===== config.mk =====
export PLATFORM = sky130hd
export DESIGN_NAME = ysyx_25040101_ifu
export DESIGN_NICKNAME = d
export VERILOG_FILES = /design/src/rtl/ysyx_25040101_ifu.sv
export SDC_FILE = /design/constraint.sdc
export NUM_CORES = 1
export LEC_CHECK = 0
export CORE_UTILIZATION = 32
export DETAILED_ROUTE_END_ITERATION = 12
export GPL_ROUTABILITY_DRIVEN = 0
export GPL_TIMING_DRIVEN = 0
export PLACE_DENSITY_LB_ADDON = 0.25
export SYNTH_ARGS = -nofsm -noshare
export SYNTH_HDL_FRONTEND = slang
export SYNTH_SLANG_ARGS = --single-unit

===== constraint.sdc =====
create_clock -name clock -period 1.7 [get_ports clock]
set_input_delay 0.34 -clock clock [delete_from_list [all_inputs] [get_ports clock]]
set_output_delay 0.34 -clock clock [all_outputs]
set_load 0.005 [all_outputs]

===== src/rtl/ysyx_25040101_ifu.sv =====
// Instruction fetch unit: owns the PC, issues one imem read per instruction and
// hands the fetched word plus its PC to decode; strictly one request in flight.
module ysyx_25040101_ifu #(
    parameter logic [31:0] RESET_PC = 32'h8000_0000
) (
    input  logic        clock,
    input  logic        reset,
    input  logic [31:0] next_pc_i,
    input  logic        next_pc_valid_i,
    output logic        imem_req_valid_o,
    input  logic        imem_req_ready_i,
    output logic [31:0] imem_req_addr_o,
    input  logic        imem_resp_valid_i,
    output logic        imem_resp_ready_o,
    input  logic [31:0] imem_resp_data_i,
    input  logic        imem_resp_err_i,
    output logic        inst_valid_o,
    input  logic        inst_ready_i,
    output logic [31:0] inst_o,
    output logic [31:0] pc_o,
    output logic        fetch_err_o
);

    typedef enum logic [1:0] {
        S_REQ  = 2'd0,
        S_WAIT = 2'd1,
        S_HOLD = 2'd2,
        S_EXEC = 2'd3
    } state_t;

    state_t      state;
    state_t      state_nxt;
    logic [31:0] pc;
    logic [31:0] inst;
    logic        err;
    logic        misaligned;

    assign misaligned = (pc[1:0] != 2'b00);

    always_ff @(posedge clock) begin
        if (reset) begin
            state <= S_REQ;
        end else begin
            state <= state_nxt;
        end
    end

    always_comb begin
        state_nxt = state;
        unique case (state)
            S_REQ: begin
                // A misaligned PC faults locally and never reaches memory.
                if (misaligned)            state_nxt = S_HOLD;
                else if (imem_req_ready_i) state_nxt = S_WAIT;
            end
            S_WAIT:  if (imem_resp_valid_i) state_nxt = S_HOLD;
            S_HOLD:  if (inst_ready_i)      state_nxt = S_EXEC;
            S_EXEC:  if (next_pc_valid_i)   state_nxt = S_REQ;
            default: state_nxt = S_REQ;
        endcase
    end

    always_ff @(posedge clock) begin
        if (reset) begin
            pc   <= RESET_PC;
            inst <= '0;
            err  <= 1'b0;
        end else begin
            unique case (state)
                S_REQ: begin
                    if (misaligned) begin
                        inst <= '0;
                        err  <= 1'b1;
                    end
                end
                S_WAIT: begin
                    if (imem_resp_valid_i) begin
                        inst <= imem_resp_data_i;
                        err  <= imem_resp_err_i;
                    end
                end
                S_EXEC: begin
                    if (next_pc_valid_i) pc <= next_pc_i;
                end
                default: ;
            endcase
        end
    end

    // Handshake outputs are decoded from state only; reset masks them off.
    always_comb begin
        imem_req_valid_o  = 1'b0;
        imem_resp_ready_o = 1'b0;
        inst_valid_o      = 1'b0;
        if (!reset) begin
            unique case (state)
                S_REQ:   imem_req_valid_o  = !misaligned;
                S_WAIT:  imem_resp_ready_o = 1'b1;
                S_HOLD:  inst_valid_o      = 1'b1;
                default: ;
            endcase
        end
    end

    assign imem_req_addr_o = pc;
    assign pc_o            = pc;
    assign inst_o          = inst;
    assign fetch_err_o     = err;

endmodule


Word-level counts from Yosys, hierarchy flattened
Index checks and enable logic that the tools add are counted.
W data, S select, Z words.
{ "word_totals": {"register_bits": 67, "wordCells": 37} }
{ "op_classes": {"eq_ne": 8, "muxes": 18, "reduce_logical": 7} }
{ "op_table": {"columns": ["operator", "n"], "rows": [
  ["$mux W32", 2],
  ["$pmux W32 S2", 1],
  ["$mux W2", 5],
  ["$mux W1", 8],
  ["$ne A2 B2 Y1 const B", 4],
  ["$pmux W2 S4", 1],
  ["$eq A2 B2 Y1 const B", 2],
  ["$reduce_and A4 Y1", 1],
  ["$reduce_bool A2 Y1", 2],
  ["$ne A3 B3 Y1 const B", 1],
  ["$reduce_and A3 Y1", 1],
  ["$eq A2 B1 Y1 const B", 1],
  ["$logic_not A2 Y1", 1],
  ["$pmux W1 S2", 1],
  ["$reduce_and A2 Y1", 1],
  ["$logic_not A1 Y1", 1]
]} }

Longest topological paths before layout
{ "logic_depth": {"depth_word": 4, "mapped_depth": 7} }

Worst setup path after synthesis
No wires, ideal clock.
{ "synth_timing": {"path_type": "register to register", "startpoint": "register state[0]", "endpoint": "register inst[10], in the netlist inst_o[10]", "setup_slack_ns": -0.036, "path_buffers": 2, "setup_time_ns": 0.117, "stages_incl_launch_ff": 8, "arrival_time_ns": 1.620, "path_cell_list": "dfxtp_1 inv_1 ha_1 or3b_4 and3_1 buf_6 buf_6 a22o_1"} }
{ "synth_via": {"elab_chain_cells": 3, "elab_cells_between_ends": 7} }
{ "synth_rtl": {"columns": ["element", "line_no", "source"], "rows": [
  ["start: declaration", "31", "state_t state;"],
  ["start signal: assignment", "44", "state <= state_nxt;"],
  ["$eq A2 B1 Y1 or $logic_not A2 Y1 (tied branches)", "69", "unique case (state)"],
  ["$ne A2 B2 Y1 (no line) or $reduce_bool A2 Y1 (tied branches)", null, null],
  ["$reduce_and A3 Y1 (no line)", null, null],
  ["end signal: assignment", "78", "inst <= imem_resp_data_i;"],
  ["end: declaration", "34", "logic [31:0] inst;"]
]} }
Several ways; a longest one is shown, not always the timed one.
A chain may end at the register's enable or synchronous reset.

Worst setup path in the final report
{ "layout_timing": {"startpoint": "register state[0]", "endpoint": "output port imem_req_valid_o"} }
{ "layout_via": {"elab_chain_cells": 3} }
{ "layout_rtl": {"columns": ["element", "line_no", "source"], "rows": [
  ["$logic_not A2 Y1", "96", "unique case (state)"],
  ["$mux W1", "96", null],
  ["$mux W1", "95", "if (!reset) begin"],
  ["end: declaration", "10", "output logic imem_req_valid_o,"]
]} }
No other way between the ends.

==> flow_summary.ini <==
[power_and_ir_drop]
power_density_nw_per_um2 = 965
ir_drop_mv = 0.489
cellLeakagePower_nw = 1.95
report.power.total_mw = 4.86

[finish]
mostFrequentLayoutCells = 165 x sky130_fd_sc_hd__clkdlybuf4s50_1, 65 x sky130_fd_sc_hd__nand2_1, 46 x sky130_fd_sc_hd__buf_4, 41 x sky130_fd_sc_hd__dfxtp_1
drive_above_1_share_pct = 25.9
fin_nets = 550
antenna_cells = 0
p_r_area_growth_vs_syn_pct = 92.2
finalNonFillerCells = 581
fin_area_um2 = 5040
layout.cells.most_common = sky130_fd_sc_hd__clkdlybuf4s50_1

[worst_setup_path]
rrSetupSlack_ps = -100
cp_data_arrival_time_ps = 1470
reg2regPathDepth = 7
critical_path.endpoint_type = output pin
critPathMaxFanout = 2
regToRegStartpoint = state[0]$_SDFFE_PP0P_
crit_type = flop to output pin
start_kind = flop
crit_required_ps = 1360
r2r_end = inst_o[25]$_SDFFE_PP0P_

[detailed_routing]
detailroute.via_count = 2609
drtIter0Drc = 59
routedWlPerCell_um = 13.3
routed_wirelength_mm = 7.71
route.antenna.remaining_nets = 0
detail_route.vias_per_cell = 4.49
drc = 0
first_pass_iters = 4

[floorplan]
starting_density_of_the_core_pct = 33.6
core_region_area_um2 = 7810
rows = 32
die_x_um = 92.5
die_area_um2 = 8560
die_height_um = 92.5
ioPinCount = 171

[yosys]
synth_area_leader_cell = sky130_fd_sc_hd__dfxtp_1
syn_area_per_cell_um2 = 9.43
synth.top_cell.area_share_pct = 51.1
yosysSeqAreaShare_pct = 51.1
ys.warnings.count = 0
synth.top_cells.by_area = sky130_fd_sc_hd__dfxtp_1 51%, sky130_fd_sc_hd__a22o_1 11%, sky130_fd_sc_hd__nand2_1 9.3%, sky130_fd_sc_hd__buf_4 9.2%, sky130_fd_sc_hd__a21oi_1 6.3%
synthDistinctLibCells = 27
netlist_instances = 278
netlist_area_um2 = 2620
synth-seq-cells = 67
post_synth_net_total = 354

[global_route]
first_global_vias = 2465
antenna_found_initial = 0
grt_first_pass_wirelength_mm = 11.5
globalRouteOverflowTotal = 0
grt_util_all_layers_pct = 17.2
grt_start_max_net_pins = 14

[timing]
slew_violations = 0
worstMarginPinSlew_ps = 440
report.final.hold_viol_count = 0
fin_crit_sh_pct = 107
timing.final.ws_setup_ps = -115
period_needed_ps = 1810
achievable-frequency_mhz = 551
timing.max_slew.rel_slack_pct = 70.7
rsz_0062_raised_after_global_routing = yes
final.hold.worst_slack_ps = 466
timing.clock.skew_ps = 5.06
finalSetupViolations = 31

[clock_network]
cts_sinks = 67
post_cts_hold_buffer_count = 0
clock_latency_ps = 340
clock_path_buffers = 2
cts_buffers = 9
cts_root_buf = sky130_fd_sc_hd__clkbuf_8
tritoncts = built
ctsHtreeMaxLevel = 3
cts.reportedPaths.clkPinSlew_ps = 70

[hold_path]
worst_hold_path.num_cells = 2
hold_path_origin = imem_req_addr_o[5]$_SDFFE_PP0P_
timing.hold.worst.class = flop to flop
whs_endpoint = imem_req_addr_o[5]$_SDFFE_PP0P_

[flow_run]
maxCapViolations = 0

[place]
number_of_cells_after_detailed_placement = 550
placed_cell_area_um2 = 4460
numPortBuffers = 170
hpwl_mm = 5.35
dp_worst_setup_slack_ps = -985

[outcome]
failed_checks = setup timing
run_status = finished, violations left
[kinds of logic after synthesis]
logic type / Yosys count / share of synthesized area [%]
and+or+nand+nor: 81 / 13.5
AOI/OAI and AO/OA: 68 / 18.2
DFF: 67 / 51.1
buffers and inverters: 54 / 13.6
adders and majority gates: 5 / 2.39
muxes: 3 / 1.24
[per-layer routing]
| layer | track usage, % | up-vias | part of all wire [%] |
|---|---|---|---|
| met3 | 6.73 | 9 | 8.4 |
| li1 | - | 1297 | - |
| met2 | 27.9 | 109 | 47 |
| met4 | 6.38 | 0 | 1.0 |
| met1 | 20.4 | 1194 | 43 |
| met5 | 0 | - | 0 |
[cells in the mapped netlist, drive strengths merged]
library cell and n:
a2111oi 1, a21oi 34, a22o 32, and2 1
and3 1, and4b 1, buf 40, clkbuf 10
dfxtp 67, ha 5, inv 4, mux2 2
mux2i 1, nand2 65, nand2b 2, nand3b 1
nor2 2, nor2b 4, nor3 1, nor4b 1
o211ai 1, or3b 2
[worst max path at each step]
stage	start	to	slack (ps)	cells past startpoint
5_1_grt	state[0]$_SDFFE_PP0P_	imem_req_valid_o	-180	5
6_report	state[0]$_SDFFE_PP0P_	imem_req_valid_o	-110	5
2_1_floorplan	state[0]$_SDFFE_PP0P_	inst_o[10]$_SDFFE_PP0P_	6	7
4_1_cts	state[1]$_SDFFE_PP0P_	imem_req_valid_o	-140	5
3_3_place_gp	reset	imem_req_valid_o	-960	5
3_5_place_dp	reset	imem_req_valid_o	-990	5
[registers in the layout (all words and copies together), names as in the netlist]
| name | cells |
|---|---|
| imem_req_addr_o | 32 |
| state | 2 |
| inst_o | 32 |
| fetch_err_o | 1 |
[repair_timing]
action	in CTS	in global routing
resized for setup	36	54
buffers inserted	9	6
setup endpoints to repair	39	90
pin swaps	2	35
cloned	0	3
[power by group]
part           internal, mW  switching (mW)  total (mW)
registers              1.70          0.0784        1.78
clock network         0.835           0.645        1.48
logic                 0.989           0.617        1.61
[critical path: stages, from the launching register on]
cell,delay [ps]
sky130_fd_sc_hd__dfxtp_4,360
sky130_fd_sc_hd__inv_4,60
sky130_fd_sc_hd__ha_4,120
sky130_fd_sc_hd__or3b_4,390
sky130_fd_sc_hd__nor2_2,80
sky130_fd_sc_hd__buf_2,120
[per-stage QoR]
stage | util [%] | TNS [ps]
2_1_floorplan | - | 0
3_3_place_gp | 57.1 | -12570
3_5_place_dp | 57.1 | -14800
4_1_cts | 61.8 | -3980
5_1_grt | 64.6 | -3350
6_report | 64.6 | -2270
[cell type report]
| cell class | count | area (µm²) |
|---|---|---|
| well taps | 102 | 128 |
| clock buffers | 9 | 124 |
| repair buffers | 186 | 1860 |
| multi-input cells | 157 | 1050 |
| flip-flops and latches | 67 | 1380 |
| fillers | 655 | 2770 |
| inverters | 4 | 17.5 |
| clock inverters | 7 | 100 |
| plain buffers | 49 | 375 |
No activity file was read; power rests on OpenSTA's default activity.
